--- src/rtl/cordic_vector_iter_if.sv ---
// Handshake bundle between a sample producer/result consumer (master) and the
// CORDIC vectoring engine (slave): valid/ready on the sample side and on the result side.
interface cordic_vector_iter_if #(
    parameter int DATA_W  = 16,
    parameter int ANGLE_W = 16
);
    logic                     in_valid;
    logic                     in_ready;
    logic signed [DATA_W-1:0] x_in;
    logic signed [DATA_W-1:0] y_in;
    logic                     out_valid;
    logic                     out_ready;
    logic [ANGLE_W-1:0]       angle;
    logic [DATA_W+1:0]        magnitude;
    logic                     busy;

    modport master (
        output in_valid, x_in, y_in, out_ready,
        input  in_ready, out_valid, angle, magnitude, busy
    );

    modport slave (
        input  in_valid, x_in, y_in, out_ready,
        output in_ready, out_valid, angle, magnitude, busy
    );
endinterface

--- src/rtl/cordic_vector_iter.sv ---
// Iterative CORDIC vectoring engine: (x, y) -> full-circle binary angle and
// gain-compensated magnitude, one micro-rotation per clock.
module cordic_vector_iter #(
    parameter int DATA_W    = 16,
    parameter int ANGLE_W   = 16,
    parameter int ITER      = 12,
    parameter bit GAIN_COMP = 1'b1
) (
    input  logic                clk,
    input  logic                rst_n,
    cordic_vector_iter_if.slave bus
);
    localparam int          XW       = DATA_W + 2;
    localparam int          ITW      = $clog2(ITER);
    localparam logic [15:0] INV_GAIN = 16'd39797;

    typedef enum logic [1:0] {IDLE, ROTATE, DONE} state_e;

    state_e state_q, state_d;

    logic signed [XW-1:0] xr_q, xr_d;
    logic signed [XW-1:0] yr_q, yr_d;
    logic [ANGLE_W-1:0]   zr_q, zr_d;
    logic [ITW-1:0]       iter_q, iter_d;
    logic                 zero_q, zero_d;
    logic [ANGLE_W-1:0]   angle_q, angle_d;
    logic [XW-1:0]        mag_q, mag_d;

    logic                 accept;
    logic                 last_iter;
    logic signed [XW-1:0] x_ext, y_ext;
    logic signed [XW-1:0] x_sh, y_sh;
    logic signed [XW-1:0] x_rot, y_rot;
    logic [ANGLE_W-1:0]   a_step, z_rot;
    logic [XW+15:0]       mag_prod;
    logic [XW-1:0]        mag_calc;

    // atan(2^-i) as a fraction of a full turn, scaled by 2^32.
    function automatic logic [31:0] atan_raw(input logic [4:0] idx);
        logic [31:0] v;
        case (idx)
            5'd0:    v = 32'd536870912;
            5'd1:    v = 32'd316933406;
            5'd2:    v = 32'd167458907;
            5'd3:    v = 32'd85004756;
            5'd4:    v = 32'd42667331;
            5'd5:    v = 32'd21354465;
            5'd6:    v = 32'd10679838;
            5'd7:    v = 32'd5340245;
            5'd8:    v = 32'd2670163;
            5'd9:    v = 32'd1335087;
            5'd10:   v = 32'd667544;
            5'd11:   v = 32'd333772;
            5'd12:   v = 32'd166886;
            5'd13:   v = 32'd83443;
            5'd14:   v = 32'd41722;
            5'd15:   v = 32'd20861;
            5'd16:   v = 32'd10430;
            5'd17:   v = 32'd5215;
            5'd18:   v = 32'd2608;
            5'd19:   v = 32'd1304;
            5'd20:   v = 32'd652;
            5'd21:   v = 32'd326;
            5'd22:   v = 32'd163;
            5'd23:   v = 32'd81;
            default: v = 32'd0;
        endcase
        return v;
    endfunction

    // Round-to-nearest reduction of the 32-bit table entry to ANGLE_W bits.
    function automatic logic [ANGLE_W-1:0] atan_step(input logic [4:0] idx);
        logic [32:0] acc;
        acc = {1'b0, atan_raw(idx)} + (33'd1 << (31 - ANGLE_W));
        return ANGLE_W'(acc >> (32 - ANGLE_W));
    endfunction

    // Sign-extend by two bits first so that negating the most negative input cannot overflow.
    assign x_ext = {{2{bus.x_in[DATA_W-1]}}, bus.x_in};
    assign y_ext = {{2{bus.y_in[DATA_W-1]}}, bus.y_in};

    assign accept    = (state_q == IDLE) && bus.in_valid;
    assign last_iter = (state_q == ROTATE) && (iter_q == ITW'(ITER - 1));

    assign x_sh   = xr_q >>> iter_q;
    assign y_sh   = yr_q >>> iter_q;
    assign a_step = atan_step(5'(iter_q));

    // One micro-rotation driving yr toward zero; both updates use pre-iteration values.
    // NOTE: every signal written in an always_comb gets a default first so no latch is inferred.
    always_comb begin
        x_rot = xr_q;
        y_rot = yr_q;
        z_rot = zr_q;
        if (!yr_q[XW-1]) begin
            x_rot = xr_q + y_sh;
            y_rot = yr_q - x_sh;
            z_rot = zr_q + a_step;
        end else begin
            x_rot = xr_q - y_sh;
            y_rot = yr_q + x_sh;
            z_rot = zr_q - a_step;
        end
    end

    // xr stays non-negative after pre-rotation, so it can be treated as unsigned here.
    assign mag_prod = (XW + 16)'($unsigned(x_rot)) * (XW + 16)'(INV_GAIN);
    assign mag_calc = GAIN_COMP ? mag_prod[XW+15:16] : $unsigned(x_rot);

    // NOTE: sequential state is updated with non-blocking assignments only, so every
    // register samples the values from before the clock edge.
    always_ff @(posedge clk or negedge rst_n) begin
        if (!rst_n) begin
            state_q <= IDLE;
        end else begin
            state_q <= state_d;
        end
    end

    always_comb begin
        state_d = state_q;
        unique case (state_q)
            IDLE:    if (bus.in_valid)  state_d = ROTATE;
            ROTATE:  if (last_iter)     state_d = DONE;
            DONE:    if (bus.out_ready) state_d = IDLE;
            default: state_d = IDLE;
        endcase
    end

    always_comb begin
        bus.in_ready  = 1'b0;
        bus.out_valid = 1'b0;
        bus.busy      = 1'b1;
        unique case (state_q)
            IDLE: begin
                bus.in_ready = 1'b1;
                bus.busy     = 1'b0;
            end
            DONE:    bus.out_valid = 1'b1;
            default: ;
        endcase
    end

    always_comb begin
        xr_d    = xr_q;
        yr_d    = yr_q;
        zr_d    = zr_q;
        iter_d  = iter_q;
        zero_d  = zero_q;
        angle_d = angle_q;
        mag_d   = mag_q;
        if (accept) begin
            // Left half-plane: rotate by 180 degrees so the iterations only cover +/-90.
            if (bus.x_in[DATA_W-1]) begin
                xr_d = -x_ext;
                yr_d = -y_ext;
                zr_d = {1'b1, {(ANGLE_W - 1){1'b0}}};
            end else begin
                xr_d = x_ext;
                yr_d = y_ext;
                zr_d = '0;
            end
            zero_d = (bus.x_in == '0) && (bus.y_in == '0);
            iter_d = '0;
        end else if (state_q == ROTATE) begin
            xr_d   = x_rot;
            yr_d   = y_rot;
            zr_d   = z_rot;
            iter_d = iter_q + 1'b1;
            if (last_iter) begin
                angle_d = zero_q ? '0 : z_rot;
                mag_d   = zero_q ? '0 : mag_calc;
            end
        end
    end

    always_ff @(posedge clk or negedge rst_n) begin
        if (!rst_n) begin
            xr_q    <= '0;
            yr_q    <= '0;
            zr_q    <= '0;
            iter_q  <= '0;
            zero_q  <= 1'b0;
            angle_q <= '0;
            mag_q   <= '0;
        end else begin
            xr_q    <= xr_d;
            yr_q    <= yr_d;
            zr_q    <= zr_d;
            iter_q  <= iter_d;
            zero_q  <= zero_d;
            angle_q <= angle_d;
            mag_q   <= mag_d;
        end
    end

    assign bus.angle     = angle_q;
    assign bus.magnitude = mag_q;
endmodule
--- src/flat_wrapper.sv ---
// flat-port wrapper written by rule: the top's interface ports become plain ports
module cordic_vector_iter_flat 
#(
    parameter int DATA_W    = 16,
    parameter int ANGLE_W   = 16,
    parameter int ITER      = 12,
    parameter bit GAIN_COMP = 1'b1
)
  (clk, rst_n, bus_in_valid, bus_x_in, bus_y_in, bus_out_ready, bus_in_ready, bus_out_valid, bus_angle, bus_magnitude, bus_busy);
  cordic_vector_iter_if #(.DATA_W(DATA_W), .ANGLE_W(ANGLE_W)) bus_i ();
  input  logic clk;
  input  logic rst_n;
  input wire logic [$bits(bus_i.in_valid)-1:0] bus_in_valid;
  input wire logic [$bits(bus_i.x_in)-1:0] bus_x_in;
  input wire logic [$bits(bus_i.y_in)-1:0] bus_y_in;
  input wire logic [$bits(bus_i.out_ready)-1:0] bus_out_ready;
  output wire logic [$bits(bus_i.in_ready)-1:0] bus_in_ready;
  output wire logic [$bits(bus_i.out_valid)-1:0] bus_out_valid;
  output wire logic [$bits(bus_i.angle)-1:0] bus_angle;
  output wire logic [$bits(bus_i.magnitude)-1:0] bus_magnitude;
  output wire logic [$bits(bus_i.busy)-1:0] bus_busy;
  assign bus_i.in_valid = bus_in_valid;
  assign bus_i.x_in = bus_x_in;
  assign bus_i.y_in = bus_y_in;
  assign bus_i.out_ready = bus_out_ready;
  assign bus_in_ready = bus_i.in_ready;
  assign bus_out_valid = bus_i.out_valid;
  assign bus_angle = bus_i.angle;
  assign bus_magnitude = bus_i.magnitude;
  assign bus_busy = bus_i.busy;
  cordic_vector_iter #(.DATA_W(DATA_W), .ANGLE_W(ANGLE_W), .ITER(ITER), .GAIN_COMP(GAIN_COMP)) u_core (.clk(clk), .rst_n(rst_n), .bus(bus_i));
endmodule
--- config.mk ---
export PLATFORM = sky130hd
export DESIGN_NAME = cordic_vector_iter_flat
export DESIGN_NICKNAME = d
export VERILOG_FILES = /design/src/rtl/cordic_vector_iter_if.sv /design/src/rtl/cordic_vector_iter.sv /design/src/flat_wrapper.sv
export SDC_FILE = /design/constraint.sdc
export NUM_CORES = 1
export LEC_CHECK = 0
export CORE_ASPECT_RATIO = 1.1
export CORE_UTILIZATION = 55
export CTS_CLUSTER_DIAMETER = 50
export DETAILED_ROUTE_END_ITERATION = 10
export PLACE_DENSITY = 0.83
export RECOVER_POWER = 25
export SLEW_MARGIN = 10
export SYNTH_ARGS = -nofsm -noshare
export SYNTH_HDL_FRONTEND = slang
export SYNTH_SLANG_ARGS = --single-unit
--- constraint.sdc ---
create_clock -name clk -period 10.8 [get_ports clk]
set_input_delay 2.7 -clock clk [delete_from_list [all_inputs] [get_ports clk]]
set_output_delay 2.7 -clock clk [all_outputs]
set_load 0.01 [all_outputs]
Word level (Yosys, flattened, before mapping). Memory sizes are Yosys's and may differ from the RTL's. Index checks and enable logic that the tools add are counted.

Mux-type cells: 23. Add/subtract/negate cells: 10. Reduce and logical (&&, ||, !) cells: 9. Bitwise operators: 1. Multiply operators: 1. Eq/ne operators: 6. Shift-type cells: 2.

Operator list (count): $mux W18 (9); $mux W16 (5); $add A18 B18 Y18 (2); $neg A16 Y18 (2); $sshr A18 B4 Y18 (2); $sub A18 B18 Y18 (2); $mul A18 B16 Y34 const B (1); $add A32 B16 Y32 const B (1); $logic_not A16 Y1 (2); $add A16 B16 Y16 (1); $sub A16 B16 Y16 (1); $mux W4 (2); $mux W2 (3); $pmux W2 S3 (1); $reduce_and A3 Y1 (2); $add A4 B1 Y4 const B (1); $eq A4 B4 Y1 const B (1); $ne A2 B2 Y1 const B (2); $logic_and A1 B1 Y1 (3); $mux W1 (3); $eq A2 B1 Y1 const B (1); $eq A2 B2 Y1 const B (1); $logic_not A2 Y1 (1); $ne A2 B1 Y1 const B (1); other kinds (2) (2).

ROM bits: 480. Output and inout port bits: 37. Flip-flop bits (word level): 93. Input bits: 36. Memories: 1.

Memories: (no name shown) (depth 16, bits a word 30, rd ports 1, clocked after memory_dff 0, write ports 0, line cordic_vector_iter.sv:41) `case (idx)`.

Longest topological paths before layout. Gate-level depths: netlist of the first run. An unclocked memory read counts as a cell.

Word-level depth: 6. Mapped depth: 41. Depth with buffers taken out: 38.

Least setup slack after synthesis of the first run. No wires, ideal clock.

Path kind: reg-to-reg. Start: register u_core.iter_q[0]. End: register u_core.mag_q[16], in the netlist u_core.bus.magnitude[16]. Period minus slack after synthesis: 9287 ps. Library setup time: 122 ps. Arrival time: 9166 ps. Setup slack: 1513 ps. Stages on the path, launching flop included: 41. Required time: 10678 ps. Path through: dfrtp_1 > buf_6 > buf_4 > mux4_2 > mux2i_1 > mux2_2 > nand3_1 > nor2_1 > nand3_1 > xor2_1 > o22ai_1 > ha_1 > a21o_1 > a21oi_1 > nor2b_1 > a31oi_1 > o21ai_0 > o21ai_0 > [5 not listed] > fa_1 > inv_1 > fa_1 > fa_1 > fa_1 > inv_1 > fa_1 > inv_1 > ha_1 > nand2_1 > a21oi_1 > o31ai_1 > nand4b_1 > o211ai_1 > a31oi_1 > a21o_1 > a211o_1 > a32o_1.

Longest elaborated chain between the ends: 5.

RTL lines: from (decl) (line cordic_vector_iter.sv:24) `logic [ITW-1:0] iter_q, iter_d;`; from (signal assigned) (line cordic_vector_iter.sv:190) `iter_q <= iter_d;`; $sshr A18 B4 Y18 (line cordic_vector_iter.sv:86) `assign y_sh = yr_q >>> iter_q;`; $add A18 B18 Y18 / $sub A18 B18 Y18 (equally long branches) (line cordic_vector_iter.sv:96, cordic_vector_iter.sv:100); $mux W18 (line cordic_vector_iter.sv:95) `if (!yr_q[XW-1]) begin`; $mul A18 B16 Y34 (line cordic_vector_iter.sv:107) `assign mag_prod = (XW + 16)'($unsigned(x_rot)) * (XW + 16)'(INV_GAIN);`; $mux W18 (line cordic_vector_iter.sv:172) `mag_d = zero_q ? '0 : mag_calc;`; to (signal assigned) (line cordic_vector_iter.sv:193) `mag_q <= mag_d;`; to (decl) (line cordic_vector_iter.sv:27) `logic [XW-1:0] mag_q, mag_d;`.

Parallel ways exist; a longest one is shown, timed or not. A chain may end at the register's enable or synchronous reset.

Worst setup path after layout of the first run.
Start: register u_core.iter_q[1]. End: register u_core.mag_q[16], in the netlist u_core.bus.magnitude[16].

The elaborated chain is that of the path after synthesis.

==> results of run 1 <==
-- layout by cell type (no fill, tap or decap), types with 32 or more instances in the layout --
| cell | instances |
|---|---|
| sky130_fd_sc_hd__a21oi_1 | 77 |
| sky130_fd_sc_hd__clkdlybuf4s50_1 | 69 |
| sky130_fd_sc_hd__dfrtp_1 | 91 |
| sky130_fd_sc_hd__fa_1 | 115 |
| sky130_fd_sc_hd__ha_1 | 185 |
| sky130_fd_sc_hd__inv_1 | 207 |
| sky130_fd_sc_hd__mux2i_1 | 33 |
| sky130_fd_sc_hd__mux4_2 | 37 |
| sky130_fd_sc_hd__nand2_1 | 118 |
| sky130_fd_sc_hd__nand3_1 | 32 |
| sky130_fd_sc_hd__nor2_1 | 87 |
| sky130_fd_sc_hd__o21ai_0 | 82 |
| sky130_fd_sc_hd__xnor2_1 | 81 |
| sky130_fd_sc_hd__xor2_1 | 58 |
-- cell type report --
class | count | area share
Tap cell | 357 | 0.0274
Clock buffer | 9 | 0.0138
Inverter | 210 | 0.0483
Sequential cell | 93 | 0.143
Clock inverter | 7 | 0.00398
Multi-Input combinational cell | 1277 | 0.709
Timing Repair Buffer | 97 | 0.0545
-- cell families (layout without fill, tap and decap cells) --
family          after synthesis  in the layout
mux                          81             81
buf+inv                     279            323
compound gates              377            377
flops                        93             93
simple gates                376            376
fa+ha+maj                   300            300
xor+xnor                    143            143
-- routing by layer --
metal,part of all wire,vias to the layer above,track usage
li1,-,5846,-
met1,0.39,6072,0.357
met2,0.49,485,0.484
met3,0.056,137,0.0404
met4,0.060,0,0.177
met5,0,-,0
-- worst register-to-register path: cells and delay by family, from the launching register on --
family                     cells  cell delay, ns
and+or+nand+nor                6            1.35
muxes                          3            1.11
buffers and inverters          3            0.17
adders and majority gates      8            3.47
AOI/OAI and AO/OA             11            2.69
xor gates and xnor gates       3            0.67
DFF                            1            0.62
-- how the worst max path moves through the flow --
stage / from / slack, ns / cells after the start / to
floorplan: u_core.iter_q[0] / 1.51 / 40 / u_core.bus.magnitude[16]
global placement: u_core.iter_q[1] / 0.60 / 34 / u_core.bus.magnitude[16]
detailed placement: u_core.iter_q[1] / 0.42 / 34 / u_core.bus.magnitude[16]
CTS: u_core.iter_q[1] / 0.38 / 34 / u_core.bus.magnitude[16]
global route: u_core.iter_q[0] / 0.06 / 35 / u_core.bus.magnitude[16]
finish: u_core.iter_q[1] / 0.55 / 34 / u_core.bus.magnitude[16]
-- repair_timing --
| action | 4_1_cts | 5_1_grt |
|---|---|---|
| endpoints found under the hold margin | 0 | 0 |
| gates resized for setup | 0 | 3 |
| endpoints found under the setup margin | 0 | 4 |
-- state kept, by name (all words and copies together) (netlist names) --
signal	cells
u_core.bus.magnitude	18
u_core.xr_q	18
u_core.yr_q	18
u_core.bus.angle	16
u_core.zr_q	16
u_core.iter_q	4
u_core.state_q	2
u_core.zero_q	1
-- per-stage QoR --
stage / hold WS (ns) / worst slack (ns)
floorplan: 0.469 / 1.51
global placement: 0.483 / 0.603
detailed placement: 0.483 / 0.421
CTS: 0.499 / 0.376
global route: 0.529 / 0.0640
finish: 0.503 / 0.549
==> impl.org, run 1 <==
** Worst setup path
- Slack of the worst reg-to-reg path :: 0.55 ns
- Cell count of the worst reg-to-reg path :: 34
- By instance count, the cell type seen most on the critical path is sky130_fd_sc_hd__fa_1.
- Data on the critical path is required at its endpoint by 11.06 ns.
- The worst setup path is launched from a register.
- Crit Path Max Fanout :: 23
- STA puts the critical path data arrival time at 10.51 ns.
- Endpoint of the lowest-slack register-to-register path :: u_core.bus.magnitude[16]
- Max incr delay on CP :: a little over 0.6 ns
- Worst Path Buf+Inv :: 3
- In this run the critical register-to-register path is launched from u_core.iter_q[1].
- The worst setup path is captured at a register.
- Broken down by cell family, the worst path's largest delay share belongs to adder cells.
- The slowest stage of the critical path belongs to the cell sky130_fd_sc_hd__dfrtp_4.
- By startpoint and endpoint, the worst setup path is classified as register to register.

** Route
- For this run, the detailed router's first-pass iteration total came to 5.
- For this block, the via count after detailed routing is 12540.
- After detailed routing, the number of vias per cell comes to 6.12.
- In the routed design, unresolved DRC markers number 0.
- Dividing the detail-routed wire length by the instance count gives 19.1 um.
- Final antenna-violating net count :: 0
- Wire length after detailed routing :: 39100 um
- For this block, the initial DRC count from the detailed router was 962.

** Run status
- The checks that failed: capacitance limit, slew limit.
- Status :: finished, violations left

** Placed design
- Total cell area at the placement stage :: 16000 um^2
- Cell Count Post-Placement :: 2034
- Port buffering added 72 buffers.
- At the end of routability-driven placement, the weighted congestion stood at 0.994.
- HPWL after detailed placement :: 31300 um

** Synthesis
- Counting instances in the post-synthesis netlist gives the leading cell types as sky130_fd_sc_hd__inv_1 (207), sky130_fd_sc_hd__ha_1 (185), sky130_fd_sc_hd__nand2_1 (118).
- Cell area after synthesis :: 15000 um^2
- Avg Cell Area, Syn :: 9.11 um^2
- The cell count after synthesis came out at roughly 1600.
- After synthesis, the netlist uses between 80 and 90 different library cells.
- sky130_fd_sc_hd__inv_1 is the most common cell in the netlist.
- Yosys Warn Count :: 0
- Counting flops and latches in the post-synthesis netlist gives 93.
- Async set-reset flop share out of synthesis :: 1.00
- The biggest area contributor in the post-synthesis netlist is sky130_fd_sc_hd__dfrtp_1.
- Fraction of the yosys area taken by sequential cells :: 0.155
- Of the total synthesized cell area, the portion taken by XOR and XNOR cells is 0.0849.
- Post-Synthesis Net Count :: 1985
- Of the post-synthesis cell area, the dominant cell type holds 0.155.
- The synthesized design contains 0 enable-type register cells.
- Main area contributors after synthesis :: sky130_fd_sc_hd__dfrtp_1 (15%), sky130_fd_sc_hd__ha_1 (15%), sky130_fd_sc_hd__fa_1 (15%), sky130_fd_sc_hd__mux4_2 (5.5%), sky130_fd_sc_hd__inv_1 (5.2%)
- By area, the combinational part of the netlist is dominated by adder cells.
- Primary FF master, synth :: sky130_fd_sc_hd__dfrtp_1
- Post-synthesis mux area share :: 0.0867
- Adder-cell share of the synthesized area :: 0.307
- The area fraction in compound gates after synthesis is 0.169.
- Synth Area in Simple Gates :: 0.122

** Final layout
- Registers take ~2300 um^2.
- Fraction of final layout cells with drive strength greater than 1 :: 0.0679
- Final antenna diode count :: 0
- Once layout is complete, the utilization of the core stands at 0.608.
- Compared with the post-synthesis result, the final layout area differs by 8.77%.
- In the final layout, the multi-input gates occupy 11600 um^2.
- The net count of the finished layout is between 2000 and 2500.
- For this run, the number of standard cells in the final layout without fillers is 2050.
- Final standard cell area without fillers :: 16300 um^2
- Counting the fill cells in the layout gives 2184.

** Timing
- FMAX :: 0.0976 GHz
- Final Hold Fails :: 0
- Setup violation total in the final timing report :: 0
- Ratio of final minimum period to clock period :: 0.949
- For the final routed database, the setup TNS stands at 0 ns.
- Max-slew headroom :: -1.33
- Max Transition Viols Final :: between 150 and 200
- For the final database, setup skew stands at 0.0145 ns.
- At the pin with the least slew margin, the transition time is 3.50 ns.
- The worst path needs 10.25 ns of the cycle, external delays included.
- Unrepaired setup endpoints after global routing :: no

** Clocking
- In this run, post-CTS hold repair placed 0 buffers.
- In this run the post-CTS setup repair buffer count came out at 0.
- Clock latency on the worst-skew pair, taken at its later pin, is approximately 0.38 ns.
- Buffer levels on the longest clock path :: 2
- For this design, the sink count on the clock tree is a little over 90.
- TritonCTS built the clock tree.
- Count of H-tree levels built during CTS :: 3
- Buffers inserted during clock tree synthesis total 9.
- Clock-pin slew reported for the worst setup and hold paths after clock tree synthesis :: 0.08 ns
- Root buf cell :: sky130_fd_sc_hd__clkbuf_16

** Hold path
- Worst min-delay path endpoint :: u_core.bus.magnitude[4]
- In this run the worst hold path is classified as register to register.
- The worst hold path begins at u_core.bus.magnitude[4].
- Worst Hold Depth :: 2

** Floorplan
- The floorplan step defined a die boundary enclosing ~28000 um^2.
- Core region area :: around 27000 um^2
- Vert. Die Dim :: 175 um
- Ports placed on the boundary :: 73
- The floorplan has 63 rows.
- Initial standard-cell utilization of the core :: 0.559
- Die Width :: 160 um

** Global routing
- Across every metal layer, demand over resource in global routing totals 0.290.
- Pin count of the biggest net entering global routing :: 65
- Number of antenna violations at the first check in global routing :: 0
- Total congestion overflow after global routing :: 0
- Global-route wire length before repair :: between 60000 and 70000 um
- Via count of the first global-routing pass :: 12601

** Job
- Across the run, the number of max-cap violations was 4.
Power of run 1 is not shown: default switching activity piles up to over one toggle a cycle in this logic, so the estimate is an artifact.
==> inputs of run 2 (changes only) <==
SLEW_MARGIN = unset   (was 10)
==> run 2 against run 1 <==
- the run still ends with capacitance limit, slew limit left
- worst setup slack worse by 0.011 ns
- hold slack hardly changed
- critical path depth stayed put
- global-route usage stayed put
- die area stayed put
- register-to-register slack hardly changed
- maximum frequency is 0.10% lower
- design area hardly changed
- final cell count stayed put
- via count is 0.17% higher
- flip-flop and latch count stayed put
- highest routed layer unchanged
==> impl.org, run 2 (synthesis results as in run 1) <==
** Run status
- The flow ran to the end, but the final reports show violations.
- Violations in the final reports :: capacitance limit, slew limit

** Worst setup path
- CP required :: 11.06 ns (about the same)
- Kind of end point of the critical path :: register
- Worst setup path class :: register to register
- Library cell appearing most often on the critical path :: sky130_fd_sc_hd__fa_1
- Slowest cell on the critical path :: sky130_fd_sc_hd__dfrtp_4
- Crit Path Max Fanout :: 23 (unchanged)
- The critical path data arrival time is 10.52 ns (about the same).
- The number of cells on the worst reg-to-reg path came to 34 (unchanged).
- The worst setup path is launched from a register.
- Max incr delay on CP :: 0.62 ns (about the same)

** Final layout
- The area of the multi-input gates was 11600 um^2 (about the same).
- The fraction of final layout cells with drive strength greater than 1 came to 0.0679 (unchanged).
- Fillers :: 2185 (+0.046%)
- Area grow syn2layout :: 8.73% (about the same)
- Leading cell types in the layout, fill and taps excluded :: sky130_fd_sc_hd__inv_1 (207), sky130_fd_sc_hd__ha_1 (185), sky130_fd_sc_hd__nand2_1 (118), sky130_fd_sc_hd__fa_1 (115), sky130_fd_sc_hd__dfrtp_1 (91)
- Leading cell type in the layout, fill and taps excluded :: sky130_fd_sc_hd__inv_1
- Total area of sequential cells :: 2330 um^2 (unchanged)
- Total number of nets in the final design :: 2024 (unchanged)
- The diode insertion count for antenna repair is 0 (unchanged).

** Clocking
- TritonCTS built the clock tree.
- The number of buffers on the longest clock path came to 2 (unchanged).
- Count of H-tree levels built during CTS :: 3 (unchanged)
- The total clock sinks came to 93 (unchanged).
- Worst skew pair latency :: 0.37 ns (about the same)
- The number of buffers created by CTS was 9 (unchanged).
- CTS placed an instance of sky130_fd_sc_hd__clkbuf_16 at the clock tree root.
- The clock transition at the register clock pins on the worst setup and hold paths after CTS was 0.08 ns (about the same).

** Placed design
- The HPWL after detailed placement is 31300 um (unchanged).
- Routability congestion estimate :: 0.994 (unchanged)
- Count of port buffers added during placement :: 72 (unchanged)

** Global routing
- The via count of the first global-routing pass was 12601 (unchanged).
- Number of antenna violations at the first check in global routing :: 0 (unchanged)
- Total routing resource utilization after global routing :: 0.290 (unchanged)
- The overflow left after global routing is 0 (unchanged).
- Global-route wire length before repair :: 64800 um (unchanged)
- The maximum number of pins on one net before global-route repair is 65 (unchanged).

** Floorplan
- The y dimension of the die came to 175 um (unchanged).
- The row count is 63 (unchanged).
- The effective utilization at floorplan was 0.559 (unchanged).
- The floorplan die width is 160 um (unchanged).
- Core region area :: 26900 um^2 (unchanged)
- Ports placed on the boundary :: 73 (unchanged)
- Die outline area :: 28000 um^2 (unchanged)

** Timing
- Setup violation total in the final timing report :: 0 (unchanged)
- The number of hold-slack violations in the final timing report was 0 (unchanged).
- The final critical delay including setup and external delays was 10.26 ns (+0.0106 ns).
- Final Skew :: 0.0121 ns (-0.00237 ns)
- The worst relative slew slack is -1.30 (+0.0287).
- Setup TNS :: 0 ns (unchanged)
- The max-slew violation count came to 171 (unchanged).
- The highest clock frequency the design can meet came to 0.0975 GHz (-0.10%).
- Setup repair after global routing left no endpoint under its margin.
- The slew at the pin with the worst max-slew slack is 3.46 ns (-0.0431 ns).
- Ratio of final minimum period to clock period :: 0.950 (+0.000980)

** Route
- The DRC violation count after routing was 0 (unchanged).
- The mean number of vias per cell was 6.13 (+0.17%).
- The post-detailed-route count of antenna-violating nets is 0 (unchanged).
- The number of optimization iterations in the first detailed-route pass came to 5 (unchanged).
- Detailed-routed wire length on met3 :: 2350 um (+8.0%)
- Average routed wire per standard cell :: 19.1 um (about the same)
- The met1 wire length was 15200 um (-0.87%).
- Signal routing reaches up to met4.
- The met2 routed wirelength was 19200 um (-0.26%).
- Wire length after detailed routing :: 39100 um (about the same)
- The number of design-rule violations left by the first detailed-router iteration was 1007 (+4.7%).
- Vias after detailed routing :: 12561 (+0.17%)

** Hold path
- Worst Hold Depth :: 2 (unchanged)
- In this run the worst hold path is classified as register to register.

** Job
- Max capacitance violation total :: 4 (unchanged)
run 2: cell counts in the layout (fill, tap and decap cells not counted):
No cell type changed its count.
run 2: layer usage:
metal | vias to the layer above | GRT usage
li1 | 5850 | -
met1 | 6086 | 0.357
met2 | 479 | 0.484
met3 | 146 | 0.0404
met4 | 0 | 0.177
met5 | - | 0
run 2: path summary, 6_finish.rpt:
check	startpoint	to	slack, ns
max	u_core.iter_q[1]	u_core.bus.magnitude[16]	0.54
min	u_core.zr_q[0]	u_core.zr_q[0]	0.50
max reg2reg	u_core.iter_q[1]	u_core.bus.magnitude[16]	0.54
min reg2reg	u_core.zr_q[0]	u_core.zr_q[0]	0.50
max in group asynchronous	rst_n	u_core.iter_q[1]	3.61
min in group asynchronous	rst_n	u_core.yr_q[6]	2.74
run 2: cell type report:
cell class,count,share of cell area
Sequential cell,93,0.143
Inverter,210,0.0483
Timing Repair Buffer,97,0.0546
Multi-Input combinational cell,1277,0.709
Clock buffer,9,0.0138
Tap cell,357,0.0274
Clock inverter,7,0.00398
run 2: critical path, delay by kind of cell, from the launching register on:
| family | cells | cell delay, ns |
|---|---|---|
| mux | 3 | 1.12 |
| flops | 1 | 0.62 |
| buf+inv | 6 | 0.55 |
| simple gates | 3 | 0.54 |
| compound gates | 11 | 2.87 |
| fa+ha+maj | 8 | 3.42 |
| xor+xnor | 3 | 0.96 |
run 2: what timing repair did:
| action | CTS | global route |
|---|---|---|
| resized for setup | 0 | 3 |
| setup buffers | 0 | 0 |
| hold buffers | 0 | 0 |
| hold endpoints to repair | 0 | 0 |
| endpoints found under the setup margin | 0 | 4 |
run 2: metrics by stage:
stage          worst slack [ns]  hold slack [ns]  std cells  area (um^2)  utilization
2_1_floorplan              1.51            0.469       1649        15000            -
3_3_place_gp              0.603            0.483       2034        16000        0.597
3_5_place_dp              0.421            0.483       2034        16000        0.597
4_1_cts                   0.376            0.499       2050        16300        0.608
5_1_grt                  0.0640            0.529       2050        16300        0.607
6_report                  0.539            0.503       2050        16300        0.607
Power of run 2 is left out for the same reason.
==> RTL change 1: new RTL, flow settings as in run 1 <==
`ANGLE_W` is set to 16 in 3 places; all go to 18.
--- a/src/rtl/cordic_vector_iter_if.sv
+++ b/src/rtl/cordic_vector_iter_if.sv
@@ -2,7 +2,7 @@
 // CORDIC vectoring engine (slave): valid/ready on the sample side and on the result side.
 interface cordic_vector_iter_if #(
     parameter int DATA_W  = 16,
-    parameter int ANGLE_W = 16
+    parameter int ANGLE_W = 18
 );
     logic                     in_valid;
     logic                     in_ready;
--- a/src/rtl/cordic_vector_iter.sv
+++ b/src/rtl/cordic_vector_iter.sv
@@ -2,7 +2,7 @@
 // gain-compensated magnitude, one micro-rotation per clock.
 module cordic_vector_iter #(
     parameter int DATA_W    = 16,
-    parameter int ANGLE_W   = 16,
+    parameter int ANGLE_W   = 18,
     parameter int ITER      = 12,
     parameter bit GAIN_COMP = 1'b1
 ) (
--- a/src/flat_wrapper.sv
+++ b/src/flat_wrapper.sv
@@ -2,7 +2,7 @@
 module cordic_vector_iter_flat 
 #(
     parameter int DATA_W    = 16,
-    parameter int ANGLE_W   = 16,
+    parameter int ANGLE_W   = 18,
     parameter int ITER      = 12,
     parameter bit GAIN_COMP = 1'b1
 )
Ports: changed (resized bus_angle); port bits go from 73 to 75. The function was not compared with the original's and may differ.
==> RTL change 1 against run 1 <==
  * The flow still finishes with violations (max-capacitance violations, max-slew violations)
  * Synthesized area rose by 1.8%
  * Count of clock-buffer cells in the layout is the same
  * Clock skew grew 0.0066 ns
  * Setup slack lost 0.061 ns
  * Fmax fell by 0.59%
  * Cell area grew 1.8%
  * Routed wire length rose by 1.5%
  * Sequential cell count up 4
Power is left out: the tool's default activity adds up to more than one toggle a clock period on the data nets, which glitch-free logic cannot reach.
==> RTL change 1: results (changes against run 1) <==
metric,value,unit,change
crit path max fanout,14,,was 23
vias in the first global route,12900,,was 12.6k
RePlAce Congestion,0.951,,was 0.994
Maximum Capacitance Violations,4,,unchanged
worst slack at placement,0.252,ns,was 0.421 ns
# nets final,2071,,was 2024
final WL,39700,um,was 39100 um
final-layout fill cell count,2273,,was 2184
syn_nets,2028,,was 1985
max_slew headroom,-90.1,%,was -133%
Worst Hold Launch,u_core.bus.angle[1]$_DFFE_PN0P_,,was u_core.bus.magnitude[4]$_DFFE_PN0P_
layout cells sized above 1,7.14,%,was 6.79%
Worst Hold Slack,0.488,ns,was 0.503 ns
Tot GR Track Use,28.7,%,was 29.0%
failing checks,"max-capacitance violations, max-slew violations",,unchanged
first-pass GRT wire length,65000,um,was 64800 um
DP Wirelength,31300,um,about the same
CP max-delay cell,fa_1,,was dfrtp_4
max-slew violation total from the final report,177,,was 171
post-synthesis cell type count,89,,was 87
# clock sinks,97,,was 93
CP peak stage delay,0.57,ns,was 0.62 ns
most frequent cells after synthesis,"inv_1 (205), ha_1 (188), nand2_1 (141), fa_1 (115), a21oi_1 (111)",,"was inv_1 (207), ha_1 (185), nand2_1 (118), fa_1 (115), dfrtp_1 (93)"
status,finished with violations,,unchanged
R2R cell count,38,,was 34
Tcrit/Tclk final,95.5,%,was 94.9%
"top cells by area, synth","dfrtp_1 (16%), ha_1 (15%), fa_1 (15%)",,"was dfrtp_1 (15%), ha_1 (15%), fa_1 (15%)"
-- RTL change 1: worst paths after layout --
| path | endpoint |
|---|---|
| max | u_core.bus.magnitude[16]$_DFFE_PN0P_ |
| min | u_core.bus.angle[1]$_DFFE_PN0P_ |
| max reg2reg | u_core.bus.magnitude[16]$_DFFE_PN0P_ |
| min reg2reg | u_core.bus.angle[1]$_DFFE_PN0P_ |
| max in group asynchronous | u_core.bus.magnitude[10]$_DFFE_PN0P_ |
| min in group asynchronous | u_core.iter_q[2]$_DFFE_PN0P_ |
-- RTL change 1: final cells by class --
| type | instances | share of cell area, % |
|---|---|---|
| clock buffer | 9 | 1.35 |
| clock inverter | 6 | 0.346 |
| inverter | 209 | 4.72 |
| multi-input combinational | 1309 | 70.4 |
| sequential | 97 | 14.7 |
| tap | 357 | 2.69 |
| timing repair buffer | 106 | 5.82 |
-- RTL change 1: worst min-delay path: stages (launching register included) --
cell and delay [ns]:
dfrtp_1 0.35, nand2_1 0.05, o31ai_1 0.05
-- RTL change 1: logic make-up after synthesis --
family / count (synthesis) / share of synthesized area, %
AO/OA/AOI/OAI: 397 / 17.0
XOR/XNOR: 143 / 8.19
adder cells (fa/ha/maj): 303 / 30.4
buffers and inverters: 283 / 7.88
flip-flops: 97 / 15.9
multiplexers: 66 / 8.14
AND/OR/NAND/NOR: 400 / 12.4
-- RTL change 1: metal layers --
| metal | vias to the layer above | global-route usage (%) | routed length (um) |
|---|---|---|---|
| met5 | - | 0 | 0 |
| met4 | 0 | 16.7 | 2210 |
| met3 | 125 | 2.93 | 1970 |
| met2 | 438 | 48.1 | 19400 |
| met1 | 6265 | 36.2 | 16100 |
| li1 | 6010 | - | - |
==> RTL change 2: new RTL, settings of run 1 <==
Made on the original files. `xr_q` no longer has a reset.
--- a/src/rtl/cordic_vector_iter.sv
+++ b/src/rtl/cordic_vector_iter.sv
@@ -176,7 +176,6 @@
 
     always_ff @(posedge clk or negedge rst_n) begin
         if (!rst_n) begin
-            xr_q    <= '0;
             yr_q    <= '0;
             zr_q    <= '0;
             iter_q  <= '0;
@@ -184,7 +183,6 @@
             angle_q <= '0;
             mag_q   <= '0;
         end else begin
-            xr_q    <= xr_d;
             yr_q    <= yr_d;
             zr_q    <= zr_d;
             iter_q  <= iter_d;
@@ -194,6 +192,10 @@
         end
     end
 
+    always_ff @(posedge clk) begin
+        xr_q <= xr_d;
+    end
+
     assign bus.angle     = angle_q;
     assign bus.magnitude = mag_q;
 endmodule
Function: no difference found for any inputs over 10 cycles, from zero or initial values and one cycle with rst_n low; that may be too few to reach the edited logic, so the function may still have changed.
==> RTL change 2 against run 1 <==
  * Cell area shrank 0.70%
  * Sequential cell count did not move
  * The flow still finishes with violations (max-capacitance violations, max-slew violations)
  * Routed wire length shrank 0.40%
  * Setup slack worse by 0.013 ns
  * Synthesized area down 1.4%
  * Global-route usage grew 0.26 points
Power is not shown: default switching activity piles up to over one toggle a cycle in this logic, so the estimate is an artifact.
==> RTL change 2: results (changes against run 1) <==
metric,value,unit,change
drt pass-1 iters,6,,was 5
Maximum Capacitance Violations,2,,was 4
Setup WS post-layout,0.537,ns,was 0.549 ns
worst slack at placement,0.0200,ns,was 0.421 ns
# nets final,2007,,was 2024
async set or reset register ratio after synthesis,80.6,%,was 100%
Worst Hold Class,flip-flop to flip-flop,,unchanged
initial DRC count,862,,was 962
Worst Hold Launch,u_core.bus.magnitude[15]$_DFFE_PN0P_,,was u_core.bus.magnitude[4]$_DFFE_PN0P_
Layout Skew,0.0118,ns,was 0.0145 ns
final WL,39000,um,was 39100 um
later-pin clock latency in the skew report,0.36,ns,was 0.38 ns
WP data arrival,10.49,ns,was 10.51 ns
layout cells sized above 1,6.75,%,was 6.79%
DP Wirelength,31100,um,was 31300 um
post-synthesis cell type count,80,,was 87
"EDFF count, synth",18,,was 0
Min-Delay Endpoint,u_core.bus.magnitude[15]$_DFFE_PN0P_,,was u_core.bus.magnitude[4]$_DFFE_PN0P_
Tot GR Track Use,29.2,%,was 29.0%
register area share after synthesis,16.3,%,was 15.5%
status,finished with violations,,unchanged
crit path max fanout,14,,was 23
failing checks,"max-capacitance violations, max-slew violations",,unchanged
max_slew headroom,-175,%,was -133%
final-layout fill cell count,2130,,was 2184
DR vias/cell,6.09,,was 6.12
Mapped Cells,1623,,was 1649
CP endpoint,u_core.bus.magnitude[17]$_DFFE_PN0P_,,was u_core.bus.magnitude[16]$_DFFE_PN0P_
cell area after placement,15800,sq um,was 16000 sq um
CP peak stage delay,0.59,ns,was 0.62 ns
vias in the first global route,12100,,was 12.6k
R2R cell count,40,,was 34
first-pass GRT wire length,62700,um,was 64800 um
max-slew violation total from the final report,109,,was 171
Worst Setup SP,u_core.iter_q[0]$_DFFE_PN0P_,,was u_core.iter_q[1]$_DFFE_PN0P_
"top cells by area, synth","ha_1 (16%), fa_1 (16%), dfrtp_1 (13%)",,"was dfrtp_1 (15%), ha_1 (15%), fa_1 (15%)"
largest net degree at the start of global routing,76,,was 65
detailed-route wire length per cell,19.2,um,was 19.1 um
RTL change 2: logic make-up (layout without fill, tap and decap cells):
logic type,count (synthesis),count (layout),share of synthesized area [%]
and+or+nand+nor,380,380,12.4
muxes,79,79,9.09
xor gates and xnor gates,140,140,8.28
adders and majority gates,301,301,31.3
buffers and inverters,277,329,7.56
DFF,93,93,16.3
AOI/OAI and AO/OA,353,353,15.1
RTL change 2: worst max-delay path, delay by kind of cell, from the launching register on:
family,cells,cell delay [ns]
DFF,1,0.59
adders and majority gates,8,3.80
xor gates and xnor gates,1,0.18
AOI/OAI and AO/OA,12,1.94
muxes,2,0.93
and+or+nand+nor,10,2.02
buffers and inverters,7,0.65
RTL change 2: layer usage:
layer / global-route usage [%] / vias up / part of all wire, %
li1: - / 5747 / -
met1: 39.2 / 6017 / 42
met2: 48.5 / 465 / 49
met3: 2.74 / 111 / 5.7
met4: 11.5 / 0 / 3.9
met5: 0 / - / 0
RTL change 2: through the flow:
stage / hold WS (ns) / setup TNS (ns)
finish: 0.485 / 0
global route: 0.515 / -0.000890
CTS: 0.494 / 0
detailed placement: 0.474 / 0
global placement: 0.469 / 0
floorplan: 0.456 / 0
RTL change 2: cell type report:
class / count / share of cell area (%)
well taps: 352 / 2.72
flip-flops and latches: 93 / 15.0
clock inverters: 6 / 0.363
clock buffers: 9 / 1.39
inverters: 209 / 4.86
multi-input cells: 1253 / 69.8
repair buffers: 105 / 5.93
RTL change 2: repair_timing:
item	4_1_cts	5_1_grt
setup endpoints to repair	2	9
gates resized for setup	1	12
cloned	0	0
pin swaps	0	2
buffers inserted	0	4
hold buffers	0	0
